### src/rtl/router_pkg.sv
// Shared definitions for the 1x3 router: output-port address codes, default byte
// width, the router FSM state encoding and small header-decode helpers.
package router_pkg;

    localparam int DATA_WIDTH = 8;

    localparam logic [1:0] ADDR_OUT0    = 2'b00;
    localparam logic [1:0] ADDR_OUT1    = 2'b01;
    localparam logic [1:0] ADDR_OUT2    = 2'b10;
    localparam logic [1:0] ADDR_INVALID = 2'b11;

    typedef enum logic [2:0] {
        DECODE_ADDRESS     = 3'd0,
        LOAD_FIRST_DATA    = 3'd1,
        LOAD_DATA          = 3'd2,
        LOAD_PARITY        = 3'd3,
        FIFO_FULL_STATE    = 3'd4,
        LOAD_AFTER_FULL    = 3'd5,
        WAIT_TILL_EMPTY    = 3'd6,
        CHECK_PARITY_ERROR = 3'd7
    } fsm_state_t;

    function automatic logic addr_is_valid(input logic [1:0] addr);
        return (addr != ADDR_INVALID);
    endfunction

endpackage

### src/rtl/router_reg_if.sv
// Strobe/data bundle between the router FSM/source side (master) and the
// router_reg datapath stage (slave).
interface router_reg_if import router_pkg::*; #(
    parameter int DATA_WIDTH = router_pkg::DATA_WIDTH
);
    logic                  pkt_valid;
    logic [DATA_WIDTH-1:0] data_in;
    logic                  fifo_full;
    logic                  detect_add;
    logic                  lfd_state;
    logic                  ld_state;
    logic                  laf_state;
    logic                  full_state;
    logic                  rst_int_reg;
    logic                  parity_done;
    logic                  low_packet_valid;
    logic                  err;
    logic [DATA_WIDTH-1:0] dout;

    modport master (
        output pkt_valid, data_in, fifo_full,
        output detect_add, lfd_state, ld_state, laf_state, full_state, rst_int_reg,
        input  parity_done, low_packet_valid, err, dout
    );

    modport slave (
        input  pkt_valid, data_in, fifo_full,
        input  detect_add, lfd_state, ld_state, laf_state, full_state, rst_int_reg,
        output parity_done, low_packet_valid, err, dout
    );
endinterface

### src/rtl/router_parity_acc.sv
// Running XOR parity over header and payload, capture of the packet parity byte,
// and the registered mismatch flag evaluated in CHECK_PARITY_ERROR.
module router_parity_acc import router_pkg::*; #(
    parameter int DATA_WIDTH = router_pkg::DATA_WIDTH
) (
    input  logic                  clock,
    input  logic                  resetn,
    input  logic                  detect_add,
    input  logic                  lfd_state,
    input  logic                  ld_state,
    input  logic                  laf_state,
    input  logic                  rst_int_reg,
    input  logic                  pkt_valid,
    input  logic                  fifo_full,
    input  logic [DATA_WIDTH-1:0] data_in,
    input  logic [DATA_WIDTH-1:0] header,
    input  logic [DATA_WIDTH-1:0] hold,
    input  logic                  hold_is_par,
    output logic                  parity_done,
    output logic                  err
);

    localparam logic [DATA_WIDTH-1:0] ZERO_BYTE = {DATA_WIDTH{1'b0}};

    function automatic logic [DATA_WIDTH-1:0] parity_fold(
        input logic [DATA_WIDTH-1:0] acc,
        input logic [DATA_WIDTH-1:0] byte_in
    );
        return acc ^ byte_in;
    endfunction

    function automatic logic parity_mismatch(
        input logic [DATA_WIDTH-1:0] computed,
        input logic [DATA_WIDTH-1:0] received
    );
        return (computed != received);
    endfunction

    logic [DATA_WIDTH-1:0] int_par_r, int_par_nxt_s;
    logic [DATA_WIDTH-1:0] pkt_par_r, pkt_par_nxt_s;
    logic                  parity_done_r, parity_done_nxt_s;
    logic                  err_r, err_nxt_s;

    // Accumulator next value; detect_add restarts it for the new packet
    always_comb begin
        int_par_nxt_s = int_par_r;
        if (detect_add) begin
            int_par_nxt_s = ZERO_BYTE;
        end else if (lfd_state) begin
            int_par_nxt_s = parity_fold(int_par_r, header);
        end else if (ld_state && pkt_valid && !fifo_full) begin
            int_par_nxt_s = parity_fold(int_par_r, data_in);
        end else if (laf_state && !hold_is_par) begin
            int_par_nxt_s = parity_fold(int_par_r, hold);
        end else begin
            int_par_nxt_s = int_par_r;
        end
    end

    // Parity byte capture, either directly or from the hold register after a full detour
    always_comb begin
        pkt_par_nxt_s     = pkt_par_r;
        parity_done_nxt_s = parity_done_r;
        if (ld_state && !pkt_valid && !fifo_full) begin
            pkt_par_nxt_s     = data_in;
            parity_done_nxt_s = 1'b1;
        end else if (laf_state && hold_is_par && !parity_done_r) begin
            pkt_par_nxt_s     = hold;
            parity_done_nxt_s = 1'b1;
        end else if (detect_add) begin
            parity_done_nxt_s = 1'b0;
        end else begin
            parity_done_nxt_s = parity_done_r;
        end
    end

    // Error flag is sticky until the next packet header is decoded
    always_comb begin
        err_nxt_s = err_r;
        if (detect_add) begin
            err_nxt_s = 1'b0;
        end else if (rst_int_reg) begin
            err_nxt_s = parity_mismatch(int_par_r, pkt_par_r);
        end else begin
            err_nxt_s = err_r;
        end
    end

    // State registers
    always_ff @(posedge clock or negedge resetn) begin
        if (!resetn) begin
            int_par_r     <= ZERO_BYTE;
            pkt_par_r     <= ZERO_BYTE;
            parity_done_r <= 1'b0;
            err_r         <= 1'b0;
        end else begin
            int_par_r     <= int_par_nxt_s;
            pkt_par_r     <= pkt_par_nxt_s;
            parity_done_r <= parity_done_nxt_s;
            err_r         <= err_nxt_s;
        end
    end

    assign parity_done = parity_done_r;
    assign err         = err_r;

endmodule

### src/rtl/router_reg.sv
// Router datapath register stage: latches header and overflow bytes, drives the
// byte written into the selected output FIFO, and reports packet status to the FSM.
module router_reg import router_pkg::*; #(
    parameter int DATA_WIDTH = router_pkg::DATA_WIDTH
) (
    input  logic     clock,
    input  logic     resetn,
    router_reg_if.slave bus
);

    localparam logic [DATA_WIDTH-1:0] ZERO_BYTE = {DATA_WIDTH{1'b0}};

    logic [DATA_WIDTH-1:0] header_r;
    logic [DATA_WIDTH-1:0] hold_r;
    logic                  hold_is_par_r;
    logic [DATA_WIDTH-1:0] dout_r, dout_nxt_s;
    logic                  low_packet_valid_r, low_packet_valid_nxt_s;
    logic                  header_load_s;
    logic                  hold_load_s;
    logic                  unused_full_state_s;

    // FULL_STATE needs no datapath action; it is only observed by checkers
    assign unused_full_state_s = bus.full_state;

    // Load qualifiers; an invalid address never reaches the header register
    always_comb begin
        header_load_s = bus.detect_add & bus.pkt_valid & addr_is_valid(bus.data_in[1:0]);
        hold_load_s   = bus.ld_state & bus.fifo_full;
    end

    // Output byte select, first match wins
    always_comb begin
        dout_nxt_s = dout_r;
        if (bus.lfd_state) begin
            dout_nxt_s = header_r;
        end else if (bus.ld_state && !bus.fifo_full) begin
            dout_nxt_s = bus.data_in;
        end else if (bus.laf_state) begin
            dout_nxt_s = hold_r;
        end else begin
            dout_nxt_s = dout_r;
        end
    end

    // Clear beats set when both land in the same cycle
    always_comb begin
        low_packet_valid_nxt_s = low_packet_valid_r;
        if (bus.rst_int_reg || bus.detect_add) begin
            low_packet_valid_nxt_s = 1'b0;
        end else if (bus.ld_state && !bus.pkt_valid) begin
            low_packet_valid_nxt_s = 1'b1;
        end else begin
            low_packet_valid_nxt_s = low_packet_valid_r;
        end
    end

    // Header, hold and output registers
    always_ff @(posedge clock or negedge resetn) begin
        if (!resetn) begin
            header_r           <= ZERO_BYTE;
            hold_r             <= ZERO_BYTE;
            hold_is_par_r      <= 1'b0;
            dout_r             <= ZERO_BYTE;
            low_packet_valid_r <= 1'b0;
        end else begin
            if (header_load_s) begin
                header_r <= bus.data_in;
            end
            if (hold_load_s) begin
                hold_r        <= bus.data_in;
                hold_is_par_r <= !bus.pkt_valid;
            end
            dout_r             <= dout_nxt_s;
            low_packet_valid_r <= low_packet_valid_nxt_s;
        end
    end

    router_parity_acc #(
        .DATA_WIDTH (DATA_WIDTH)
    ) u_parity_acc (
        .clock       (clock),
        .resetn      (resetn),
        .detect_add  (bus.detect_add),
        .lfd_state   (bus.lfd_state),
        .ld_state    (bus.ld_state),
        .laf_state   (bus.laf_state),
        .rst_int_reg (bus.rst_int_reg),
        .pkt_valid   (bus.pkt_valid),
        .fifo_full   (bus.fifo_full),
        .data_in     (bus.data_in),
        .header      (header_r),
        .hold        (hold_r),
        .hold_is_par (hold_is_par_r),
        .parity_done (bus.parity_done),
        .err         (bus.err)
    );

    assign bus.dout             = dout_r;
    assign bus.low_packet_valid = low_packet_valid_r;

endmodule

### src/flat_wrapper.sv
// flat-port wrapper written by rule: the top's interface ports become plain ports
module router_reg_flat import router_pkg::*;
#(
    parameter int DATA_WIDTH = router_pkg::DATA_WIDTH
)
  (clock, resetn, bus_pkt_valid, bus_data_in, bus_fifo_full, bus_detect_add, bus_lfd_state, bus_ld_state, bus_laf_state, bus_full_state, bus_rst_int_reg, bus_parity_done, bus_low_packet_valid, bus_err, bus_dout);
  router_reg_if #(.DATA_WIDTH(DATA_WIDTH)) bus_i ();
  input  logic clock;
  input  logic resetn;
  input wire logic [$bits(bus_i.pkt_valid)-1:0] bus_pkt_valid;
  input wire logic [$bits(bus_i.data_in)-1:0] bus_data_in;
  input wire logic [$bits(bus_i.fifo_full)-1:0] bus_fifo_full;
  input wire logic [$bits(bus_i.detect_add)-1:0] bus_detect_add;
  input wire logic [$bits(bus_i.lfd_state)-1:0] bus_lfd_state;
  input wire logic [$bits(bus_i.ld_state)-1:0] bus_ld_state;
  input wire logic [$bits(bus_i.laf_state)-1:0] bus_laf_state;
  input wire logic [$bits(bus_i.full_state)-1:0] bus_full_state;
  input wire logic [$bits(bus_i.rst_int_reg)-1:0] bus_rst_int_reg;
  output wire logic [$bits(bus_i.parity_done)-1:0] bus_parity_done;
  output wire logic [$bits(bus_i.low_packet_valid)-1:0] bus_low_packet_valid;
  output wire logic [$bits(bus_i.err)-1:0] bus_err;
  output wire logic [$bits(bus_i.dout)-1:0] bus_dout;
  assign bus_i.pkt_valid = bus_pkt_valid;
  assign bus_i.data_in = bus_data_in;
  assign bus_i.fifo_full = bus_fifo_full;
  assign bus_i.detect_add = bus_detect_add;
  assign bus_i.lfd_state = bus_lfd_state;
  assign bus_i.ld_state = bus_ld_state;
  assign bus_i.laf_state = bus_laf_state;
  assign bus_i.full_state = bus_full_state;
  assign bus_i.rst_int_reg = bus_rst_int_reg;
  assign bus_parity_done = bus_i.parity_done;
  assign bus_low_packet_valid = bus_i.low_packet_valid;
  assign bus_err = bus_i.err;
  assign bus_dout = bus_i.dout;
  router_reg #(.DATA_WIDTH(DATA_WIDTH)) u_core (.clock(clock), .resetn(resetn), .bus(bus_i));
endmodule
### config.mk
export PLATFORM = sky130hd
export DESIGN_NAME = router_reg_flat
export DESIGN_NICKNAME = d
export VERILOG_FILES = /design/src/rtl/router_pkg.sv /design/src/rtl/router_reg_if.sv /design/src/rtl/router_parity_acc.sv /design/src/rtl/router_reg.sv /design/src/flat_wrapper.sv
export SDC_FILE = /design/constraint.sdc
export NUM_CORES = 1
export LEC_CHECK = 0
export CELL_PAD_IN_SITES_DETAIL_PLACEMENT = 1
export CELL_PAD_IN_SITES_GLOBAL_PLACEMENT = 2
export CORE_MARGIN = 3
export CORE_UTILIZATION = 35
export CTS_CLUSTER_SIZE = 40
export DETAILED_ROUTE_END_ITERATION = 10
export GPL_ROUTABILITY_DRIVEN = 0
export PLACE_DENSITY = 0.87
export REMOVE_ABC_BUFFERS = 1
export SETUP_SLACK_MARGIN = 0.02
export SKIP_CTS_REPAIR_TIMING = 1
export SLEW_MARGIN = 40
export SYNTH_ARGS = -nofsm -noshare
export SYNTH_HDL_FRONTEND = slang
export SYNTH_SLANG_ARGS = --single-unit
### constraint.sdc
create_clock -name clock -period 1.7 [get_ports clock]
set_clock_uncertainty 0.05 [all_clocks]
set_input_delay 0.255 -clock clock [delete_from_list [all_inputs] [get_ports clock]]
set_output_delay 0.255 -clock clock [all_outputs]
set_load 0.02 [all_outputs]
* Word level (Yosys, flattened, before mapping)
Index checks and enable logic that the tools add are counted.
** Word-level totals
- Input bits :: 18
- Output and inout port bits :: 11
- Flip-flop bits (word level) :: 44
- Word-level logic and storage cells :: 52
** Cells by class
- Bitwise operators :: 6
- Equal/unequal tests :: 2
- Multiplexer cells :: 16
- Reduce and logical (&&, ||, !) cells :: 19
** Operators with widths (number)
- 2-to-1 mux 8 bit :: 9
- XOR 8 bit :: 3
- logical AND 1 bit :: 8
- != test 8 bit :: 1
- 2-to-1 mux 1 bit :: 7
- nonzero test 2 bit :: 3
- nonzero test 3 bit :: 2
- logical NOT 1 bit :: 4
- nonzero test 4 bit :: 1
- AND 1 bit :: 3
- != test 2 bit, second input constant :: 1
- logical OR 1 bit :: 1

* Logic depth before layout (Yosys ltp)
- Word-level depth :: 6
- Depth in mapped cells :: 6
- Gate-level depth less buffers :: 4

* Modules after synthesis
Synthesis repeated with hierarchy kept, for this count alone.
** Unflattened totals
- Cell total of the unflattened synthesis :: 225
- Area total of the unflattened synthesis :: 2426.1 um2
** Modules (own cells, without submodules)
- router_reg :: cells an instance 99, instances 1, sequential area each 650.6 um2, area an instance 1273.7 um2
- router_parity_acc :: cells an instance 126, instances 1, sequential area each 450.4 um2, area an instance 1152.4 um2

* Worst setup path before layout
Ideal clock, no wire load.
- Kind :: input port to flip-flop
- Start :: input port bus_pkt_valid
- End :: register u_core.u_parity_acc.int_par_r[2]
- Setup time :: 0.125 ns
- Buffers on the path :: 2
- Data arrival time :: 1.538 ns
- Data required time :: 1.525 ns
- Slack :: -0.013 ns
- Stages :: 6
- Path through :: buf_2 -> and3b_1 -> buf_6 -> a2111oi_4 -> a221oi_1 -> mux2_2
** Between the ends
- Cells in the longest elaborated chain, start to end :: 5
- Elaborated cells between the ends (all ways) :: 6
- Classes of those cells :: mux: 3; reduce/logical: 3
** Ends and longest elaborated chain
- from (decl) :: line flat_wrapper.sv:10 : input wire logic [$bits(bus_i.pkt_valid)-1:0] bus_pkt_valid;
- logical AND 1 bit * (2 in series) :: line router_parity_acc.sv:51 : end else if (ld_state && pkt_valid && !fifo_full) begin
- 2-to-1 mux 8 bit :: line router_parity_acc.sv:51
- 2-to-1 mux 8 bit :: line router_parity_acc.sv:49 : end else if (lfd_state) begin
- 2-to-1 mux 8 bit :: line router_parity_acc.sv:47 : if (detect_add) begin
- to (signal assigned) :: line router_parity_acc.sv:97 : int_par_r <= int_par_nxt_s;
- to (decl) :: line router_parity_acc.sv:39 : logic [DATA_WIDTH-1:0] int_par_r, int_par_nxt_s;
Every way passes the cells marked *; elsewhere a longest branch is shown, timed or not.
A chain may end at the register's enable or synchronous reset.

* Final worst setup path
- Start :: input port bus_lfd_state
- End :: register u_core.u_parity_acc.int_par_r[1]
** Between the ends
- Cells in the longest elaborated chain, start to end :: 2
- Elaborated cells between the ends (all ways) :: 3
- Classes of those cells :: mux: 2; reduce/logical: 1
** Ends and longest elaborated chain
- from (decl) :: line flat_wrapper.sv:14 : input wire logic [$bits(bus_i.lfd_state)-1:0] bus_lfd_state;
- 2-to-1 mux 8 bit :: line router_parity_acc.sv:49
- 2-to-1 mux 8 bit :: line router_parity_acc.sv:47
Several ways; a longest one is shown, not always the timed one.

==> impl_metrics.yaml <==
synth:
  synth_edf_count: 0
  ys_seq_area_share_pct: 48.3
  synth-main-ff-cell: "dfrtp_1"
  syn_inst: 217
  ys_async_sr_fraction_pct: 100
  avgSynthCellArea_um2: 10.5
  yosysUniqueCellTypes: 28
  yosysTopAreaCell: "dfrtp_1"
  yosysTopAreaCellShare_pct: 48.3
  ys_ff_latch: 44
  synth_warnings: 0
  netlist_top_cells_area: "dfrtp_1, mux2_2, mux2i_1"
  synth_area_um2: 2280
critical_path:
  crit_type: "in2reg"
  reg2regPathDepth: 5
  crit_path_start_kind: "primary input"
  crit_path_end_kind: "register"
  critical_path_arrival_ns: 1.76
  required_ns: 1.84
  r2r-start: "u_core.hold_is_par_r"
  reg2reg_slack_ns: 0.20
  critPathMaxFanout: 6
  r2r-end: "u_core.u_parity_acc.int_par_r[1]"
placement:
  port_buffers: 27
  place_area_um2: 2870
  hpwl_um: 4170
timing:
  final_hold_viol_count: 0
  hold_ws_ns: 0.285
  worst_slew_pin_slew_ns: 0.331
  setup_tns_ns: 0
  slew_viol_final: 0
  timing.slew.headroom_pct: 77.9
  finalCritPeriodShare_pct: 95.5
  fin_crit_ns: 1.62
  fmax_mhz: 616
  finalSetupViolCount: 0
  grt_setup_unrepaired: "no"
grt:
  grt_pass1_vias: 1901
  grt_first_pass_wirelength_um: 9080
  antenna_found_initial: 0
  grtUsageTotal_pct: 15.8
  grt_max_degree: 45
  grt_overflow: 0
final_layout:
  n_antenna_cell: 0
  nNetsFinal: 289
  drive_above_1_share_pct: 27.9
  final_cell_area_um2: 3070
  post-route-util_pct: 50.1
  area_growth_pct: 34.6
hold_path:
  min_from: "bus_pkt_valid"
  hold_end: "u_core.hold_is_par_r"
  hold_path_class: "in2reg"
  hold_depth: 3
status:
  status: "finished clean"
drt:
  wl_um: 5720
  wire_per_inst_um: 16.5
  ant_nets: 0
  viasPerCell: 5.16
  drt_pass1_iterations: 4
  drt_iter0_markers: 73
  vias: 1791
  remaining_drc_errors: 0
floorplanning:
  die_area_um2: 7520
  row_count: 28
  num_io_pins: 29
  initial_core_util_pct: 37.2
  core-area_um2: 6130
  die_w_um: 86.7
  die_h_um: 86.7
clock_network:
  tritoncts: "built"
  clkTransAtPathRegs_ns: 0.08
  clockRootBuffer: "clkbuf_8"
  clkLatencyLatePin_ns: 0.30
  clk_path_buf_depth: 2
  cts_sinks: 44
  htreeDepth: 2
  numCtsBuffers: 5
power_and_ir_drop:
  vdd_ir_drop_max_mv: 0.533
  power_density_nw_per_um2: 958
  p_leak_nw: 1.38
job:
  maxCapViolCount: 0
## synth_stat cells (all sizes together), types with 2 or more instances
cell type and n:
a21o 2, xnor2 5, dfrtp 44, nor2b 8, inv 11, a21oi 16, a221oi 8, nand2 20
mux2i 16, o21ai 12, clkbuf 5, nor2 22, buf 5, xor2 3, mux2 30, nand3b 2
## report_power, final
group | leakage (nW) | switching [W] | internal [W]
Sequential | 0.529 | 0.000153 | 0.00124
Clock | 0.0455 | 0.000348 | 0.000332
Combinational | 0.801 | 0.000392 | 0.000469
## flip-flops by register name, summed over array words and instances, names as in the netlist
signal	cells
u_core.u_parity_acc.pkt_par_r	8
u_core.u_parity_acc.int_par_r	8
u_core.header_r	8
u_core.hold_is_par_r	1
u_core.bus.low_packet_valid	1
u_core.u_parity_acc.err	1
u_core.bus.dout	8
u_core.hold_r	8
u_core.u_parity_acc.parity_done	1
## critical path, stage by stage
cell	delay, ns
clkdlybuf4s50_1	0.40
buf_4	0.17
a2111oi_4	0.39
buf_6	0.19
a221oi_2	0.04
mux2_4	0.31
## cells by family (layout without fill, tap and decap cells)
logic type             count (synthesis)  in the layout  share of synthesized area (%)
AO/OA/AOI/OAI                         40             40                           11.4
XOR/XNOR                               8              8                           3.07
buffers and inverters                 21             76                           3.84
flip-flops                            44             44                           48.3
multiplexers                          46             46                           21.8
AND/OR/NAND/NOR                       58             58                           11.6
## how the worst max path moves through the flow
stage                     depth (start not counted)  slack, ns          start                               end
final                                             6       0.08  bus_lfd_state  u_core.u_parity_acc.int_par_r[1]
after global routing                              6       0.03  bus_lfd_state  u_core.u_parity_acc.int_par_r[7]
after CTS                                         6      -0.17  bus_fifo_full  u_core.u_parity_acc.int_par_r[3]
after detailed placement                          6      -0.49  bus_fifo_full  u_core.u_parity_acc.int_par_r[3]
after global placement                            6      -0.44  bus_fifo_full  u_core.u_parity_acc.int_par_r[3]
after floorplan                                   3      -0.16  bus_fifo_full                u_core.bus.dout[0]
## cell usage in the layout, fill, tap and decap left out, types with 2 or more instances in the layout
master	count
o21ai_0	11
dfrtp_1	44
clkbuf_1	2
xnor2_1	5
dlymetal6s2s_1	3
nand3b_1	2
xor2_1	3
buf_6	5
mux2i_1	16
a21oi_1	16
mux2_4	3
inv_1	11
buf_4	18
nor2b_1	8
a221oi_2	7
nor2_1	21
nand2_1	20
buf_12	6
mux2_2	27
clkdlybuf4s50_1	23
a21o_1	2
clkbuf_8	6
## per-layer routing
layer | track usage, % | vias up | wire [um]
met2 | 26.7 | 35 | 2920
met3 | 3.99 | 6 | 212
li1 | - | 857 | -
met1 | 19.6 | 893 | 2540
met5 | 0 | - | 0
met4 | 5.10 | 0 | 57
## final cells by class
cell class | instances | area, um^2
sequential | 44 | 1100
inverter | 11 | 41.3
tap | 75 | 93.8
multi-input combinational | 152 | 1150
timing repair buffer | 57 | 594
clock buffer | 8 | 90.1
fill | 680 | 3060
## through the flow
step / setup WS (ns) / power [W] / cells
after floorplan: -0.157 / 0.00186 / 207
after global placement: -0.437 / 0.00220 / 336
after detailed placement: -0.486 / 0.00224 / 336
after CTS: -0.174 / 0.00294 / 344
after global routing: 0.0283 / 0.00313 / 347
final: 0.0757 / 0.00294 / 347
Note: power is estimated with default switching activity, not from simulation.
